--- config.mk ---
export PLATFORM = sky130hd
export DESIGN_NAME = data_table_rr_arb_flat
export DESIGN_NICKNAME = d
export VERILOG_FILES = /design/src/rtl/data_table_rr_arb_if.sv /design/src/rtl/data_table_rr_arb.sv /design/src/flat_wrapper.sv
export SDC_FILE = /design/constraint.sdc
export NUM_CORES = 1
export LEC_CHECK = 0
export CAP_MARGIN = 0
export CORE_AREA = 2 2 225 227
export DETAILED_ROUTE_END_ITERATION = 8
export DIE_AREA = 0 0 227 229
export GPL_TIMING_DRIVEN = 0
export PLACE_DENSITY = 0.46
export SLEW_MARGIN = 20
export SYNTH_ARGS = -nofsm -noshare
export SYNTH_HDL_FRONTEND = slang
export SYNTH_SLANG_ARGS = --single-unit
--- constraint.sdc ---
create_clock -name clk_i -period 1.45 [get_ports clk_i]
set_input_delay 0.145 -clock clk_i [delete_from_list [all_inputs] [get_ports clk_i]]
set_output_delay 0.145 -clock clk_i [all_outputs]
set_load 0.03 [all_outputs]
--- src/rtl/data_table_rr_arb_if.sv ---
// Client/RAM bus bundle for data_table_rr_arb.
// slave  : the arbiter side (consumes client requests and RAM read data).
// master : the environment side (clients plus the data-table RAM).
interface data_table_rr_arb_if #(
  parameter int DIR_CNT = 4,
  parameter int A_WIDTH = 10,
  parameter int D_WIDTH = 64
);
  logic [DIR_CNT*A_WIDTH-1:0] in_rd_addr_i;
  logic [DIR_CNT-1:0]         in_rd_en_i;
  logic [DIR_CNT-1:0]         in_rd_gnt_o;
  logic [D_WIDTH-1:0]         in_rd_data_o;
  logic [DIR_CNT-1:0]         in_rd_val_o;
  logic [DIR_CNT*A_WIDTH-1:0] in_wr_addr_i;
  logic [DIR_CNT*D_WIDTH-1:0] in_wr_data_i;
  logic [DIR_CNT-1:0]         in_wr_en_i;
  logic [DIR_CNT-1:0]         in_wr_gnt_o;
  logic [A_WIDTH-1:0]         out_rd_addr_o;
  logic                       out_rd_en_o;
  logic [D_WIDTH-1:0]         out_rd_data_i;
  logic [A_WIDTH-1:0]         out_wr_addr_o;
  logic [D_WIDTH-1:0]         out_wr_data_o;
  logic                       out_wr_en_o;

  modport slave (
    input  in_rd_addr_i, in_rd_en_i, in_wr_addr_i, in_wr_data_i, in_wr_en_i, out_rd_data_i,
    output in_rd_gnt_o, in_rd_data_o, in_rd_val_o, in_wr_gnt_o,
    output out_rd_addr_o, out_rd_en_o, out_wr_addr_o, out_wr_data_o, out_wr_en_o
  );

  modport master (
    output in_rd_addr_i, in_rd_en_i, in_wr_addr_i, in_wr_data_i, in_wr_en_i, out_rd_data_i,
    input  in_rd_gnt_o, in_rd_data_o, in_rd_val_o, in_wr_gnt_o,
    input  out_rd_addr_o, out_rd_en_o, out_wr_addr_o, out_wr_data_o, out_wr_en_o
  );
endinterface

--- src/rtl/data_table_rr_arb.sv ---
// Round-robin arbitrating mux between DIR_CNT data-table clients and one
// data-table RAM read/write port pair. Reads and writes have independent
// arbiters; read returns are steered back by a latency-matched tag pipeline.
// Optional grant/stall counters: define DATA_TABLE_RR_ARB_STATS_EN.
//
// Handshake: a client raises en[i] with addr/data and holds all of them
// stable until the cycle gnt[i]=1; the transfer happens in that cycle. gnt is
// a combinational function of en and the arbiter pointer only. The RAM sees
// the selected request one cycle later; the read result is flagged to the
// requester on in_rd_val_o RD_LATENCY+1 cycles after its grant cycle.
module data_table_rr_arb #(
  parameter int DIR_CNT    = 4,
  parameter int A_WIDTH    = 10,
  parameter int D_WIDTH    = 64,
  parameter int RD_LATENCY = 2
) (
  input  logic                 clk_i,
  input  logic                 rst_n_i,
  data_table_rr_arb_if.slave   bus
`ifdef DATA_TABLE_RR_ARB_STATS_EN
  ,
  output logic [DIR_CNT*32-1:0] stat_rd_cnt_o,
  output logic [DIR_CNT*32-1:0] stat_wr_cnt_o,
  output logic [31:0]           stat_rd_stall_o,
  output logic [31:0]           stat_wr_stall_o
`endif
);

  localparam int PTR_W = (DIR_CNT > 1) ? $clog2(DIR_CNT) : 1;

  // First requester at or above ptr, otherwise wrap to the lowest requester.
  function automatic logic [DIR_CNT-1:0] rr_pick(input logic [DIR_CNT-1:0] req,
                                                 input logic [PTR_W-1:0]   ptr);
    logic [DIR_CNT-1:0] hi_req;
    logic [DIR_CNT-1:0] pick;
    logic               found;
    hi_req = '0;
    pick   = '0;
    found  = 1'b0;
    for (int i = 0; i < DIR_CNT; i++) hi_req[i] = req[i] && (i >= int'(ptr));
    for (int i = 0; i < DIR_CNT; i++) begin
      if (!found && hi_req[i]) begin
        pick[i] = 1'b1;
        found   = 1'b1;
      end
    end
    for (int i = 0; i < DIR_CNT; i++) begin
      if (!found && req[i]) begin
        pick[i] = 1'b1;
        found   = 1'b1;
      end
    end
    return pick;
  endfunction

  // Pointer moves just past the granted client; holds when nothing is granted.
  function automatic logic [PTR_W-1:0] next_ptr(input logic [DIR_CNT-1:0] gnt,
                                                input logic [PTR_W-1:0]   ptr);
    logic [PTR_W-1:0] res;
    res = ptr;
    for (int i = 0; i < DIR_CNT; i++) begin
      if (gnt[i]) res = (i == DIR_CNT - 1) ? '0 : PTR_W'(i + 1);
    end
    return res;
  endfunction

  logic [PTR_W-1:0]   rd_ptr_q, rd_ptr_d, wr_ptr_q, wr_ptr_d;
  logic [DIR_CNT-1:0] rd_gnt, wr_gnt;
  logic [A_WIDTH-1:0] rd_addr_q, rd_addr_d, wr_addr_q, wr_addr_d;
  logic [D_WIDTH-1:0] wr_data_q, wr_data_d;
  logic               rd_en_q, rd_en_d, wr_en_q, wr_en_d;
  logic [DIR_CNT-1:0] tag_q [RD_LATENCY+1];
  logic [DIR_CNT-1:0] tag_d [RD_LATENCY+1];

  // Arbitration, request muxing and tag pipeline next state.
  always_comb begin
    rd_gnt    = rr_pick(bus.in_rd_en_i, rd_ptr_q);
    wr_gnt    = rr_pick(bus.in_wr_en_i, wr_ptr_q);
    rd_ptr_d  = next_ptr(rd_gnt, rd_ptr_q);
    wr_ptr_d  = next_ptr(wr_gnt, wr_ptr_q);
    rd_en_d   = |rd_gnt;
    wr_en_d   = |wr_gnt;
    rd_addr_d = rd_addr_q;
    wr_addr_d = wr_addr_q;
    wr_data_d = wr_data_q;
    if (rd_en_d) begin
      rd_addr_d = '0;
      for (int i = 0; i < DIR_CNT; i++)
        if (rd_gnt[i]) rd_addr_d = rd_addr_d | bus.in_rd_addr_i[i*A_WIDTH +: A_WIDTH];
    end
    if (wr_en_d) begin
      wr_addr_d = '0;
      wr_data_d = '0;
      for (int i = 0; i < DIR_CNT; i++) begin
        if (wr_gnt[i]) begin
          wr_addr_d = wr_addr_d | bus.in_wr_addr_i[i*A_WIDTH +: A_WIDTH];
          wr_data_d = wr_data_d | bus.in_wr_data_i[i*D_WIDTH +: D_WIDTH];
        end
      end
    end
    tag_d[0] = rd_gnt;
    for (int i = 1; i <= RD_LATENCY; i++) tag_d[i] = tag_q[i-1];
  end

  // State registers; reset also discards every in-flight read tag.
  always_ff @(posedge clk_i or negedge rst_n_i) begin
    if (!rst_n_i) begin
      rd_ptr_q  <= '0;
      wr_ptr_q  <= '0;
      rd_addr_q <= '0;
      wr_addr_q <= '0;
      wr_data_q <= '0;
      rd_en_q   <= 1'b0;
      wr_en_q   <= 1'b0;
      for (int i = 0; i <= RD_LATENCY; i++) tag_q[i] <= '0;
    end else begin
      rd_ptr_q  <= rd_ptr_d;
      wr_ptr_q  <= wr_ptr_d;
      rd_addr_q <= rd_addr_d;
      wr_addr_q <= wr_addr_d;
      wr_data_q <= wr_data_d;
      rd_en_q   <= rd_en_d;
      wr_en_q   <= wr_en_d;
      for (int i = 0; i <= RD_LATENCY; i++) tag_q[i] <= tag_d[i];
    end
  end

  assign bus.in_rd_gnt_o   = rd_gnt;
  assign bus.in_wr_gnt_o   = wr_gnt;
  assign bus.in_rd_data_o  = bus.out_rd_data_i;
  assign bus.in_rd_val_o   = tag_q[RD_LATENCY];
  assign bus.out_rd_addr_o = rd_addr_q;
  assign bus.out_rd_en_o   = rd_en_q;
  assign bus.out_wr_addr_o = wr_addr_q;
  assign bus.out_wr_data_o = wr_data_q;
  assign bus.out_wr_en_o   = wr_en_q;

`ifdef DATA_TABLE_RR_ARB_STATS_EN
  logic [31:0] rd_cnt_q [DIR_CNT];
  logic [31:0] rd_cnt_d [DIR_CNT];
  logic [31:0] wr_cnt_q [DIR_CNT];
  logic [31:0] wr_cnt_d [DIR_CNT];
  logic [31:0] rd_stall_q, rd_stall_d, wr_stall_q, wr_stall_d;

  // Saturating grant and stall counters.
  always_comb begin
    for (int i = 0; i < DIR_CNT; i++) begin
      rd_cnt_d[i] = (rd_gnt[i] && (rd_cnt_q[i] != '1)) ? rd_cnt_q[i] + 32'd1 : rd_cnt_q[i];
      wr_cnt_d[i] = (wr_gnt[i] && (wr_cnt_q[i] != '1)) ? wr_cnt_q[i] + 32'd1 : wr_cnt_q[i];
    end
    rd_stall_d = ((|(bus.in_rd_en_i & ~rd_gnt)) && (rd_stall_q != '1)) ? rd_stall_q + 32'd1 : rd_stall_q;
    wr_stall_d = ((|(bus.in_wr_en_i & ~wr_gnt)) && (wr_stall_q != '1)) ? wr_stall_q + 32'd1 : wr_stall_q;
  end

  // Counter registers.
  always_ff @(posedge clk_i or negedge rst_n_i) begin
    if (!rst_n_i) begin
      for (int i = 0; i < DIR_CNT; i++) begin
        rd_cnt_q[i] <= '0;
        wr_cnt_q[i] <= '0;
      end
      rd_stall_q <= '0;
      wr_stall_q <= '0;
    end else begin
      for (int i = 0; i < DIR_CNT; i++) begin
        rd_cnt_q[i] <= rd_cnt_d[i];
        wr_cnt_q[i] <= wr_cnt_d[i];
      end
      rd_stall_q <= rd_stall_d;
      wr_stall_q <= wr_stall_d;
    end
  end

  for (genvar gi = 0; gi < DIR_CNT; gi++) begin : g_stat
    assign stat_rd_cnt_o[gi*32 +: 32] = rd_cnt_q[gi];
    assign stat_wr_cnt_o[gi*32 +: 32] = wr_cnt_q[gi];
  end
  assign stat_rd_stall_o = rd_stall_q;
  assign stat_wr_stall_o = wr_stall_q;
`endif

endmodule

--- src/flat_wrapper.sv ---
// flat-port wrapper written by rule: the top's interface ports become plain ports
module data_table_rr_arb_flat 
#(
  parameter int DIR_CNT    = 4,
  parameter int A_WIDTH    = 10,
  parameter int D_WIDTH    = 64,
  parameter int RD_LATENCY = 2
)
  (clk_i, rst_n_i, bus_in_rd_addr_i, bus_in_rd_en_i, bus_in_wr_addr_i, bus_in_wr_data_i, bus_in_wr_en_i, bus_out_rd_data_i, bus_in_rd_gnt_o, bus_in_rd_data_o, bus_in_rd_val_o, bus_in_wr_gnt_o, bus_out_rd_addr_o, bus_out_rd_en_o, bus_out_wr_addr_o, bus_out_wr_data_o, bus_out_wr_en_o);
  data_table_rr_arb_if #(.DIR_CNT(DIR_CNT), .A_WIDTH(A_WIDTH), .D_WIDTH(D_WIDTH)) bus_i ();
  input  logic clk_i;
  input  logic rst_n_i;
  input wire logic [$bits(bus_i.in_rd_addr_i)-1:0] bus_in_rd_addr_i;
  input wire logic [$bits(bus_i.in_rd_en_i)-1:0] bus_in_rd_en_i;
  input wire logic [$bits(bus_i.in_wr_addr_i)-1:0] bus_in_wr_addr_i;
  input wire logic [$bits(bus_i.in_wr_data_i)-1:0] bus_in_wr_data_i;
  input wire logic [$bits(bus_i.in_wr_en_i)-1:0] bus_in_wr_en_i;
  input wire logic [$bits(bus_i.out_rd_data_i)-1:0] bus_out_rd_data_i;
  output wire logic [$bits(bus_i.in_rd_gnt_o)-1:0] bus_in_rd_gnt_o;
  output wire logic [$bits(bus_i.in_rd_data_o)-1:0] bus_in_rd_data_o;
  output wire logic [$bits(bus_i.in_rd_val_o)-1:0] bus_in_rd_val_o;
  output wire logic [$bits(bus_i.in_wr_gnt_o)-1:0] bus_in_wr_gnt_o;
  output wire logic [$bits(bus_i.out_rd_addr_o)-1:0] bus_out_rd_addr_o;
  output wire logic [$bits(bus_i.out_rd_en_o)-1:0] bus_out_rd_en_o;
  output wire logic [$bits(bus_i.out_wr_addr_o)-1:0] bus_out_wr_addr_o;
  output wire logic [$bits(bus_i.out_wr_data_o)-1:0] bus_out_wr_data_o;
  output wire logic [$bits(bus_i.out_wr_en_o)-1:0] bus_out_wr_en_o;
  assign bus_i.in_rd_addr_i = bus_in_rd_addr_i;
  assign bus_i.in_rd_en_i = bus_in_rd_en_i;
  assign bus_i.in_wr_addr_i = bus_in_wr_addr_i;
  assign bus_i.in_wr_data_i = bus_in_wr_data_i;
  assign bus_i.in_wr_en_i = bus_in_wr_en_i;
  assign bus_i.out_rd_data_i = bus_out_rd_data_i;
  assign bus_in_rd_gnt_o = bus_i.in_rd_gnt_o;
  assign bus_in_rd_data_o = bus_i.in_rd_data_o;
  assign bus_in_rd_val_o = bus_i.in_rd_val_o;
  assign bus_in_wr_gnt_o = bus_i.in_wr_gnt_o;
  assign bus_out_rd_addr_o = bus_i.out_rd_addr_o;
  assign bus_out_rd_en_o = bus_i.out_rd_en_o;
  assign bus_out_wr_addr_o = bus_i.out_wr_addr_o;
  assign bus_out_wr_data_o = bus_i.out_wr_data_o;
  assign bus_out_wr_en_o = bus_i.out_wr_en_o;
  data_table_rr_arb #(.DIR_CNT(DIR_CNT), .A_WIDTH(A_WIDTH), .D_WIDTH(D_WIDTH), .RD_LATENCY(RD_LATENCY)) u_core (.clk_i(clk_i), .rst_n_i(rst_n_i), .bus(bus_i));
endmodule
After elaboration in Yosys (flattened, before gate mapping)
Index checks and enable logic that the tools add are counted.
{"block": "totals", "register_bits": 102, "in_bits": 410, "out_inout_bits": 162, "wordCells": 120}
{"block": "classes", "magnitude_cmp": 6, "n_mux": 57, "bitwise": 9, "n_reduce_logical": 38}
{"cell": "$mux W64", "count": 7}
{"cell": "$or A64 B64 Y64", "count": 3}
{"cell": "$mux W10", "count": 14}
{"cell": "$or A10 B10 Y10", "count": 6}
{"cell": "$mux W1", "count": 28}
{"cell": "$logic_and A1 B1 Y1", "count": 20}
{"cell": "$mux W2", "count": 8}
{"cell": "$logic_not A1 Y1", "count": 14}
{"cell": "$ge A1 B2 Y1 const A", "count": 4}
{"cell": "$reduce_bool A4 Y1", "count": 2}
{"cell": "$reduce_or A4 Y1", "count": 2}
{"cell": "$ge A2 B2 Y1 const A", "count": 2}

Depth between registers and ports, before layout
Gate-level depths: netlist of run 1.
{"block": "depth", "depth_word": 34, "mapped_depth": 7, "ltp_nobuf": 5}

Least setup slack after synthesis of run 1
OpenSTA, ideal clock, no wires.
{"block": "synth_path", "kind": "reg-to-output", "from": "register u_core.wr_ptr_q[1]", "to": "output port bus_in_wr_gnt_o[1]", "t_arrival_ns": 1.756, "required_time_ns": 1.305, "setup_slack_ns": -0.451, "stages_incl_launch_ff": 6, "path_buffers": 3, "path_cell_list": "dfrtp_1 > buf_4 > a21o_1 > buf_6 > buf_2 > a211oi_1"}
{"block": "synth_via", "elab_chain_cells": 18, "elab_cells_between_ends": 23, "classes_between": "order compare (3); mux (7); reduce/logical (13)"}
{"item": "start: declaration", "line_no": "data_table_rr_arb.sv:67", "text": "logic [PTR_W-1:0] rd_ptr_q, rd_ptr_d, wr_ptr_q, wr_ptr_d;"}
{"item": "start signal: assignment", "line_no": "data_table_rr_arb.sv:118", "text": "wr_ptr_q <= wr_ptr_d;"}
{"item": "$ge A1 B2 Y1", "line_no": "data_table_rr_arb.sv:40", "text": "for (int i = 0; i < DIR_CNT; i++) hi_req[i] = req[i] && (i >= int'(ptr));"}
{"item": "$logic_and A1 B1 Y1", "line_no": "data_table_rr_arb.sv:40"}
{"item": "$mux W1", "line_no": "data_table_rr_arb.sv:42", "text": "if (!found && hi_req[i]) begin"}
{"item": "$logic_not A1 Y1", "line_no": "data_table_rr_arb.sv:42"}
{"item": "$logic_and A1 B1 Y1", "line_no": "data_table_rr_arb.sv:42"}
{"item": "$mux W1", "line_no": "data_table_rr_arb.sv:42"}
{"item": "$logic_not A1 Y1", "line_no": "data_table_rr_arb.sv:42"}
{"item": "$logic_and A1 B1 Y1", "line_no": "data_table_rr_arb.sv:42"}
{"item": "(+2 left out)"}
{"item": "$logic_and A1 B1 Y1", "line_no": "data_table_rr_arb.sv:42"}
{"item": "$mux W1", "line_no": "data_table_rr_arb.sv:42"}
{"item": "$logic_not A1 Y1", "line_no": "data_table_rr_arb.sv:48", "text": "if (!found && req[i]) begin"}
{"item": "$logic_and A1 B1 Y1", "line_no": "data_table_rr_arb.sv:48"}
{"item": "$mux W1", "line_no": "data_table_rr_arb.sv:48"}
{"item": "$logic_not A1 Y1", "line_no": "data_table_rr_arb.sv:48"}
{"item": "$logic_and A1 B1 Y1", "line_no": "data_table_rr_arb.sv:48"}
{"item": "$mux W1 (*)", "line_no": "data_table_rr_arb.sv:48"}
{"item": "end: declaration", "line_no": "flat_wrapper.sv:22", "text": "output wire logic [$bits(bus_i.in_wr_gnt_o)-1:0] bus_in_wr_gnt_o;"}
Mark *: on every way between the ends. The rest lies on a longest branch, timed or not.

Worst setup path in the final report of run 1
Ends and elaborated chain as after synthesis.

==> impl_metrics.py, run 1 <==
metrics = {
    "route": {
        "num_vias": 10200,
        "wl_met3_mm": 3.77,
        "wl_met2_mm": 24.7,
        "wl_per_cell_um": 22.1,
        "drt-initial-drc-count": 508,
        "wl_met1_mm": 19.9,
        "maxUsedRoutingLayer": "met5",
        "first_pass_iters": 5,
        "drt-total-wl_mm": 49.9,
        "route.detailed.drc": 0,
        "drtAntennaViolNets": 0,
        "vias_per_cell": 4.51,
    },
    "floorplanning": {
        "dieWidth_um": 227,
        "num_io_pins": 572,
        "fp.dieH_um": 229,
        "rows": 82,
        "fp.coreArea_um2": 49700,
        "fp.dieArea_um2": 52000,
        "start_util_pct": 15.4,
    },
    "sta": {
        "finClkSkew_ns": 0.0139,
        "min_period_ns": 1.98,
        "min_period_over_period_pct": 136,
        "slew_headroom_pct": 55.2,
        "worst_pin_slew_ns": 0.672,
        "finalSetupViolCount": 93,
        "rsz0062_at_grt": "true",
        "layout_setup_ws_ns": -0.528,
        "hold_violations": 0,
        "fmax_mhz": 506,
        "slew_viol_final": 0,
    },
    "layout": {
        "multi_input_area_um2": 5510,
        "fin_util_pct": 33.7,
        "mostFrequentLayoutCell": "clkdlybuf4s50_1",
        "layout-drive-gt1-share_pct": 32.3,
        "final_cell_mix": "clkdlybuf4s50_1 (400), nand2_1 (111), buf_4 (108), dfrtp_1 (100), a211oi_2 (99)",
        "seqCellArea_um2": 2550,
        "nets": 1990,
        "area_delta_synth_final_pct": 118,
        "fillers": 5225,
    },
    "job": {
        "max_cap_viol_count": 0,
    },
    "global_route": {
        "grt_max_degree": 55,
        "gr-total-overflow": 0,
        "grt_pass1_wl_mm": 70.1,
        "grt_pass1_vias": 10900,
        "antenna_found_initial": 6,
        "grt_usage_pct": 18.3,
    },
    "status": {
        "violations": "negative setup slack",
        "outcome": "finished, violations left",
    },
    "clocking": {
        "clock_path_buffers": 2,
        "cts_tree": "yes",
        "cts_sinks": 102,
        "root_buffer": "clkbuf_16",
        "insertion_delay_ns": 0.40,
        "cts_htree_levels": 3,
        "cts_buffers": 9,
        "clk_pin_slew_ns": 0.10,
    },
    "power": {
        "report.power.total_uw": 24900,
        "power.leakage_uw": 0.00673,
        "p_per_area_nw_per_um2": 1490,
        "peakVddDrop_v": 0.000586,
    },
    "setup_path": {
        "crit_type": "flip-flop to primary output",
        "max_stage_delay_ns": 0.41,
        "worst-path-max-fanout": 5,
        "critPathCaptureType": "primary output",
        "crit_slowest_cell": "dfrtp_1",
        "worstPathArrival_ns": 1.83,
        "cp.required_ns": 1.31,
        "path_cells": "buf_6 -> a21o_4 -> buf_12 -> buf_12 -> a211oi_4 -> buf_6",
        "startpoint_type": "flip-flop",
    },
    "logic_synthesis": {
        "syn_nets": 1408,
        "synth_area_per_cell_um2": 7.68,
        "synth-seq-cells": 102,
        "yosysWarnings": 0,
        "syn_area_um2": 7660,
        "synthCells": 998,
        "ys_types": 38,
        "synth-seq-area-share_pct": 33.3,
    },
    "placed_design": {
        "io_buffers": 501,
        "gp_congestion": 0.844,
        "place_hpwl_mm": 35.9,
    },
    "min_path": {
        "hold_path_class": "input pin to flip-flop",
    },
}
[registers in the layout, indices dropped and copies added, names as in the netlist]
signal,cells
u_core.bus.out_rd_addr_o,10
u_core.bus.in_rd_val_o,4
u_core.bus.out_rd_en_o,1
u_core.bus.out_wr_data_o,64
u_core.rd_ptr_q,2
u_core.bus.out_wr_en_o,1
u_core.wr_ptr_q,2
u_core.tag_d,8
u_core.bus.out_wr_addr_o,10
[path summary, 6_finish.rpt]
path                                                start  cells after the start                                        to  slack (ns)
setup / recovery           u_core.wr_ptr_q[1]$_DFFE_PN0P_                      6                        bus_in_wr_gnt_o[1]       -0.53
hold / removal                          bus_in_rd_en_i[3]                      3   u_core.bus.out_rd_addr_o[9]$_DFFE_PN0P_        0.11
setup reg to reg           u_core.wr_ptr_q[1]$_DFFE_PN0P_                      9  u_core.bus.out_wr_data_o[57]$_DFFE_PN0P_       -0.44
hold reg to reg                 u_core.tag_d[7]$_DFF_PN0_                      0                 u_core.tag_d[3]$_DFF_PN0_        0.35
max in group asynchronous                         rst_n_i                      3            u_core.rd_ptr_q[0]$_DFFE_PN0P_        0.42
min in group asynchronous                         rst_n_i                      2  u_core.bus.out_wr_data_o[55]$_DFFE_PN0P_        0.30
[what timing repair did]
item,in CTS,in global routing
hold buffers,1,0
pin swaps,130,81
cloned,12,4
endpoints found under the hold margin,48,0
setup buffers,59,15
resized for setup,467,135
setup endpoints to repair,186,93
[per-layer routing]
metal | GRT usage [%] | vias to the layer above
li1 | - | 4707
met1 | 21.3 | 4967
met2 | 31.9 | 451
met3 | 4.75 | 66
met4 | 6.99 | 6
met5 | 0 | -
[Yosys cell counts, drive strengths merged]
cell	n	area, um^2
inv	6	22.5
nand2	150	563
a21o	1	7.51
a211oi	149	1120
nand3	11	55.1
nand4	10	62.6
a21oi	7	46.3
or2	2	15.0
dfrtp	102	2550
nand2b	7	43.8
nor2b	4	25.0
o211a	2	20.0
nor3	3	26.3
o32ai	1	27.5
a2bb2oi	1	8.76
o21a	2	15.0
and2	12	75.1
nor4	1	6.26
o221ai	1	8.76
a221oi	10	87.6
or3	1	6.26
a31oi	84	526
clkbuf	56	216
nor2	88	330
a221o	1	10.0
buf	126	873
o21bai	2	26.3
o21ai	82	410
and3	76	475
[worst max-delay path: cells and delay by family (launching register included)]
family          cells  cell delay, ns
buf+inv             4            0.57
flops               1            0.41
compound gates      2            0.44
[cell families (layout without fill, tap and decap cells)]
kind of cell / count (synthesis) / in the layout / synth area share, %
AND/OR/NAND/NOR: 365 / 365 / 22.0
AO/OA/AOI/OAI: 343 / 343 / 30.2
buffers and inverters: 188 / 775 / 14.5
flip-flops: 102 / 102 / 33.3
other: 0 / 2 / 0
[cell type report]
cell class	instances	share of cell area [%]
diodes	2	0.0299
flip-flops and latches	102	15.3
clock inverters	7	0.456
clock buffers	9	1.35
inverters	6	0.135
multi-input cells	708	33.0
repair buffers	582	35.9
plain buffers	171	8.90
well taps	672	5.03
[through the flow]
step                      hold slack, ns  TNS, ns  instance area [um^2]  worst slack [ns]  std cells
after floorplan                   -0.151    -1.76                  7990           -0.0452        998
after global placement             0.332  -567.48                 13800             -4.64       2171
after detailed placement           0.158   -98.37                 13900             -1.64       2172
after CTS                         0.0556   -33.98                 16200            -0.570       2250
after global routing               0.126   -37.44                 16700            -0.591       2257
final                              0.107   -30.72                 16700            -0.528       2259
[power by group]
group	total [uW]	internal [uW]	leakage, uW	switching, uW
logic	17400	7640	0.00535	9720
registers	4760	4080	0.00124	685
clock network	2740	1240	0.000149	1500
total	24900	13000	0.00673	11900
(Power assumes the default switching activity.)
==> run 2: changes to the inputs <==
--- a/config.mk
+++ b/config.mk
@@ -11,6 +11,7 @@
 export DIE_AREA = 0 0 227 229
 export GPL_TIMING_DRIVEN = 0
 export PLACE_DENSITY = 0.46
+export SETUP_SLACK_MARGIN = 0.2
 export SLEW_MARGIN = 20
 export SYNTH_ARGS = -nofsm -noshare
 export SYNTH_HDL_FRONTEND = slang
==> run 2 against run 1 <==
Against the previous run:
- the run still ends with negative setup slack left
- routed wire length shrank 3.3%
- largest cell class unchanged
- critical path depth unchanged
- sequential share of layout area down 0.22 points
- critical path type unchanged
- final area is 1.4% higher
- combinational power about the same
- sequential power about the same
- die area is the same
- first-iteration DRC count down 21%
- count of clock-buffer cells in the layout grew 1
- total power rose by 1.7%
- flip-flop and latch count is the same
- global-route usage decreased by 0.56 points
==> impl_metrics.py, run 2 (same netlist as run 1, synthesis figures left out) <==
metrics = {
    "status": {
        "outcome": "finished, violations left",
        "violations": "negative setup slack",
    },
    "global_route": {
        "grt_usage_pct": 17.8,
        "grt_pass1_wl_mm": 68.7,
        "grt_max_degree": 56,
        "antenna_found_initial": 2,
        "gr-total-overflow": 0,
        "grt_pass1_vias": 10500,
    },
    "clocking": {
        "clk_pin_slew_ns": 0.08,
        "cts_tree": "yes",
        "clock_path_buffers": 2,
        "cts_sinks": 102,
        "insertion_delay_ns": 0.39,
        "cts_buffers": 9,
        "cts_htree_levels": 3,
        "root_buffer": "clkbuf_16",
    },
    "setup_path": {
        "crit_type": "flip-flop to primary output",
        "crit_top_cell": "buf_6",
        "worstPathArrival_ns": 1.85,
        "worst-path-max-fanout": 5,
        "critPathCaptureType": "primary output",
        "path_cells": "nand2b_4 -> a221o_1 -> buf_6 -> and2_4 -> buf_6 -> buf_6",
        "max_stage_delay_ns": 0.44,
        "cp.required_ns": 1.31,
        "crit_slowest_cell": "dfrtp_2",
        "startpoint_type": "flip-flop",
    },
    "layout": {
        "final_cell_mix": "clkdlybuf4s50_1 (400), buf_4 (113), a211oi_2 (101), dfrtp_1 (100), nor2_1 (88)",
        "fillers": 5229,
        "area_delta_synth_final_pct": 121,
        "layout-drive-gt1-share_pct": 40.4,
        "fin_util_pct": 34.2,
        "finish.instance_area_um2": 17000,
        "largest_register_ffs": 64,
        "antennaDiodeCount": 0,
        "mostFrequentLayoutCell": "clkdlybuf4s50_1",
        "nets": 2007,
        "fin_cells": 2274,
    },
    "placed_design": {
        "place_hpwl_mm": 35.0,
        "io_buffers": 501,
        "placed_area_um2": 14500,
        "gp_congestion": 0.807,
        "numPlacedInstances": 2172,
    },
    "route": {
        "vias_per_cell": 4.38,
        "drt-total-wl_mm": 48.2,
        "drt-initial-drc-count": 403,
        "wl_per_cell_um": 21.2,
        "num_vias": 9952,
        "first_pass_iters": 5,
        "drtAntennaViolNets": 0,
        "route.detailed.drc": 0,
    },
    "sta": {
        "min_period_ns": 2.00,
        "finClkSkew_ns": 0.0123,
        "slew_viol_final": 0,
        "min_period_over_period_pct": 138,
        "layout_setup_ws_ns": -0.546,
        "worst_pin_slew_ns": 0.610,
        "slew_headroom_pct": 59.3,
        "finalSetupViolCount": 93,
        "hold_violations": 0,
        "rsz0062_at_grt": "true",
        "fmax_mhz": 501,
    },
    "floorplanning": {
        "dieWidth_um": 227,
        "start_util_pct": 15.4,
        "rows": 82,
        "fp.dieH_um": 229,
        "fp.coreArea_um2": 49700,
        "num_io_pins": 572,
        "fp.dieArea_um2": 52000,
    },
    "power": {
        "power.leakage_uw": 0.00677,
        "peakVddDrop_v": 0.000616,
        "pwr-share-comb_pct": 69.8,
        "report.power.total_uw": 25300,
        "clockPowerShare_pct": 11.4,
        "p_sw_uw": 11600,
        "p_seq_share_pct": 18.8,
        "switching_share_pct": 46.1,
        "p_int_uw": 13600,
        "p_per_area_nw_per_um2": 1490,
    },
    "job": {
        "max_cap_viol_count": 0,
    },
    "min_path": {
        "hold_path_class": "input pin to flip-flop",
    },
}
==> run 2: changes by cell type in the layout (fill, tap and decap cells not counted), moves of 6 or more <==
cell / delta
dlygate4sd2_1: -87
buf_2: +61
nand2_2: +29
clkdlybuf4s15_2: +26
nand2_1: -25
a211oi_4: -10
a211oi_1: +8
and3_1: -7
and3_4: +7
clkbuf_2: +6
==> run 2: critical path, delay by kind of cell (launching register included) <==
kind	cells	cell delay (ns)
buffers and inverters	3	0.37
AOI/OAI and AO/OA	1	0.34
and+or+nand+nor	2	0.30
DFF	1	0.44
==> run 2: layer usage <==
layer | vias to the layer above | part of all wire (%) | track usage [%] | wire length (um)
met5 | - | 0.021 | 0 | 10
met4 | 2 | 1.7 | 5.19 | 799
met3 | 36 | 5.8 | 3.53 | 2780
met2 | 345 | 51 | 31.6 | 24700
met1 | 4821 | 41 | 21.4 | 20000
li1 | 4748 | - | - | -
==> run 2: layout make-up <==
class / instances / area, um^2 / share of cell area, %
flip-flops and latches: 102 / 2550 / 15.1
clock buffers: 10 / 239 / 1.41
plain buffers: 182 / 1700 / 10.0
repair buffers: 588 / 6010 / 35.4
inverters: 6 / 25.0 / 0.148
well taps: 672 / 841 / 4.96
clock inverters: 6 / 75.1 / 0.443
multi-input cells: 708 / 5520 / 32.5
==> run 2: path summary, 6_finish.rpt <==
path | startpoint | end | slack [ns] | cells past startpoint
max | u_core.rd_ptr_q[0]$_DFFE_PN0P_ | bus_in_rd_gnt_o[2] | -0.55 | 6
min | bus_in_rd_en_i[3] | u_core.bus.out_rd_addr_o[9]$_DFFE_PN0P_ | 0.06 | 3
max reg2reg | u_core.wr_ptr_q[1]$_DFFE_PN0P_ | u_core.bus.out_wr_data_o[52]$_DFFE_PN0P_ | -0.44 | 9
min reg2reg | u_core.tag_d[6]$_DFF_PN0_ | u_core.tag_d[2]$_DFF_PN0_ | 0.35 | 0
max in group asynchronous | rst_n_i | u_core.rd_ptr_q[0]$_DFFE_PN0P_ | 0.45 | 3
min in group asynchronous | rst_n_i | u_core.bus.out_wr_addr_o[0]$_DFFE_PN0P_ | 0.27 | 2
==> run 2: power groups by stage <==
stage               Combinational (uW)  Clock (uW)  Sequential, uW
floorplan                         5910           0            7000
global placement                 13900           0            4810
detailed placement               13900           0            4840
CTS                              16800        2980            4790
global route                     18600        3040            4930
finish                           17600        2870            4760
==> run 2: what timing repair did <==
action / CTS / global route
cloned: 14 / 4
hold buffers: 1 / 0
endpoints found under the hold margin: 47 / 0
gates resized for setup: 644 / 167
setup buffers: 46 / 22
pin swaps: 121 / 74
endpoints found under the setup margin: 188 / 119
==> run 2: per-stage QoR <==
stage	setup WS, ns	hold slack, ns	TNS, ns
3_3_place_gp	-4.58	0.331	-541.40
3_5_place_dp	-1.54	0.139	-77.58
5_1_grt	-0.612	0.0634	-39.99
2_1_floorplan	-0.0176	-0.151	-0.728
4_1_cts	-0.617	0.0262	-35.53
6_report	-0.546	0.0575	-32.14
==> run 3: changes to the inputs <==
--- a/config.mk
+++ b/config.mk
@@ -10,7 +10,7 @@
 export DETAILED_ROUTE_END_ITERATION = 8
 export DIE_AREA = 0 0 227 229
 export GPL_TIMING_DRIVEN = 0
-export PLACE_DENSITY = 0.46
+export PLACE_DENSITY = 0.45
 export SETUP_SLACK_MARGIN = 0.2
 export SLEW_MARGIN = 20
 export SYNTH_ARGS = -nofsm -noshare
==> constraint.sdc (replaced) <==
create_clock -name clk_i -period 2.1 [get_ports clk_i]
set_input_delay 0.21 -clock clk_i [delete_from_list [all_inputs] [get_ports clk_i]]
set_output_delay 0.21 -clock clk_i [all_outputs]
set_load 0.03 [all_outputs]
==> run 3 against run 2 <==
Against the previous run:
- the run now ends clean
- sequential power fell by 30%
- first-iteration DRC count up 16%
- routed wire length decreased by 3.0%
- via count is 2.3% lower
==> impl_metrics.py, run 3 (same netlist as run 1, synthesis figures left out) <==
metrics = {
    "setup_path": {
        "worstRegToRegCells": 10,
        "path_cells": "nand2b_4 -> a221o_1 -> buf_6 -> and2_4 -> buf_6 -> buf_6",
        "max_stage_delay_ns": 0.45,
        "r2r_start": "u_core.wr_ptr_q[1]$_DFFE_PN0P_",
        "worst-path-max-fanout": 5,
        "worstPathArrival_ns": 1.85,
        "r2r_slack_ns": 0.23,
        "r2r_end": "u_core.bus.out_wr_data_o[52]$_DFFE_PN0P_",
        "crit_type": "flip-flop to primary output",
        "crit_slowest_cell": "dfrtp_2",
        "cp.required_ns": 1.89,
        "critPathTopFamily": "flip-flops",
        "startpoint_type": "flip-flop",
        "crit_top_cell": "buf_6",
        "critPathCaptureType": "primary output",
        "cp-startpoint": "u_core.rd_ptr_q[0]$_DFFE_PN0P_",
        "crit_buf_inv": 3,
    },
    "sta": {
        "slew_viol_final": 0,
        "layout_setup_ws_ns": 0.0392,
        "finalSetupViolCount": 0,
        "rsz0062_at_grt": "true",
        "finClkSkew_ns": 0.00733,
        "worst_pin_slew_ns": 0.655,
        "hold_violations": 0,
        "slew_headroom_pct": 56.3,
        "min_period_ns": 2.06,
        "fmax_mhz": 485,
        "min_period_over_period_pct": 98.1,
    },
    "route": {
        "vias_per_cell": 4.38,
        "num_vias": 9726,
        "route.detailed.drc": 0,
        "wl_per_cell_um": 21.0,
        "drtAntennaViolNets": 0,
        "drt-initial-drc-count": 468,
        "first_pass_iters": 4,
        "drt-total-wl_mm": 46.8,
    },
    "min_path": {
        "hp-start": "bus_in_rd_en_i[3]",
        "holdPathStages": 3,
        "hold_end": "u_core.bus.out_rd_addr_o[9]$_DFFE_PN0P_",
        "hold_path_class": "input pin to flip-flop",
    },
    "power": {
        "power.leakage_uw": 0.00600,
        "clockPowerShare_pct": 12.1,
        "switching_share_pct": 47.5,
        "p_per_area_nw_per_um2": 1020,
        "p_int_uw": 8110,
        "p_seq_share_pct": 21.6,
        "peakVddDrop_v": 0.000443,
        "pwr-share-comb_pct": 66.3,
        "p_sw_uw": 7340,
    },
    "global_route": {
        "grt_usage_pct": 17.3,
        "antenna_found_initial": 4,
        "grt_max_degree": 55,
        "gr-total-overflow": 0,
        "grt_pass1_vias": 10400,
        "grt_pass1_wl_mm": 66.4,
    },
    "layout": {
        "seqCellArea_um2": 2550,
        "mostFrequentLayoutCell": "clkdlybuf4s50_1",
        "largest_register_ffs": 64,
        "layout-drive-gt1-share_pct": 21.2,
        "finish.instance_area_um2": 15100,
        "fillers": 5417,
        "nets": 1952,
        "final_cell_mix": "clkdlybuf4s50_1 (489), nand2_1 (150), buf_4 (107), dfrtp_1 (100), nor2_1 (88)",
        "multi_input_area_um2": 4620,
        "area_delta_synth_final_pct": 97.0,
    },
    "placed_design": {
        "post-place-ws_ns": -1.02,
        "place_hpwl_mm": 35.7,
        "gp_congestion": 0.816,
        "io_buffers": 501,
        "placed_area_um2": 13600,
    },
    "floorplanning": {
        "dieWidth_um": 227,
        "fp.coreArea_um2": 49700,
        "fp.dieH_um": 229,
        "num_io_pins": 572,
        "start_util_pct": 15.4,
        "fp.dieArea_um2": 52000,
        "rows": 82,
    },
    "clocking": {
        "cts_buffers": 9,
        "clock_path_buffers": 2,
        "clk_pin_slew_ns": 0.09,
        "cts_htree_levels": 3,
        "insertion_delay_ns": 0.40,
        "cts_tree": "yes",
        "cts_sinks": 102,
        "root_buffer": "clkbuf_16",
    },
    "status": {
        "outcome": "complete, no violations",
    },
    "job": {
        "max_cap_viol_count": 0,
    },
}
run 3: changes by cell type in the layout (fill, tap and decap cells not counted), sizes merged:
| cell | delta |
|---|---|
| clkinvlp | +1 |
| bufinv | -1 |
| clkdlybuf4s15 | -26 |
| dlygate4sd2 | -1 |
| buf | -113 |
| diode | +3 |
| clkinv | +1 |
| dlymetal6s2s | +2 |
| clkdlybuf4s50 | +89 |
| bufbuf | -2 |
| clkbuf | -5 |
run 3: per-layer routing:
layer | up-vias | wire length (um) | track usage (%)
met3 | 60 | 3720 | 4.68
li1 | 4635 | - | -
met4 | 2 | 1290 | 6.41
met1 | 4622 | 18900 | 20.1
met2 | 407 | 22900 | 30.2
met5 | - | 13 | 0
run 3: metrics by stage:
stage          total power [uW]  util, %  hold WS (ns)  TNS [ns]  instances
5_1_grt                   16300     30.4         0.175   -0.0275       2221
4_1_cts                   14800     29.0         0.137   -0.0154       2209
6_report                  15500     30.4         0.173         0       2222
2_1_floorplan              8030        -       -0.0856         0        998
3_5_place_dp              12100     27.3         0.162    -30.99       2172
3_3_place_gp              12100     27.2         0.332   -451.40       2171
run 3: worst max-delay path by stage:
stage                                                to  cells past startpoint
floorplan                            bus_in_wr_gnt_o[1]                      5
global placement    u_core.bus.in_rd_val_o[0]$_DFF_PN0_                      1
detailed placement                   bus_in_wr_gnt_o[2]                      7
CTS                                  bus_in_rd_gnt_o[2]                      6
global route                         bus_in_rd_gnt_o[2]                      6
finish                               bus_in_rd_gnt_o[2]                      6
run 3: timing repair:
| item | 4_1_cts | 5_1_grt |
|---|---|---|
| endpoints found under the setup margin | 79 | 74 |
| cloned | 0 | 1 |
| setup buffers | 20 | 9 |
| gates resized for setup | 163 | 159 |
| hold endpoints to repair | 48 | 0 |
| hold buffers | 1 | 0 |
| pin swaps | 11 | 25 |
run 3: area by class of cell:
| cell class | instances | share of cell area (%) |
|---|---|---|
| sequential | 102 | 16.9 |
| buffer | 182 | 9.33 |
| timing repair buffer | 533 | 35.4 |
| clock buffer | 9 | 1.49 |
| inverter | 6 | 0.166 |
| antenna | 3 | 0.0497 |
| multi-input combinational | 708 | 30.6 |
| clock inverter | 7 | 0.423 |
| tap | 672 | 5.57 |
run 3: worst min-delay path, stage by stage:
cell and delay (ns):
buf_2 0.16, nand4_1 0.09, a31oi_1 0.07
run 3: power groups by stage:
stage               sequential (uW)  combinational (uW)  clock [uW]
detailed placement             3350                8750           0
CTS                            3330                9540        1950
finish                         3340               10300        1870
global route                   3450               10900        2000
global placement               3330                8730           0
floorplan                      4830                3200           0
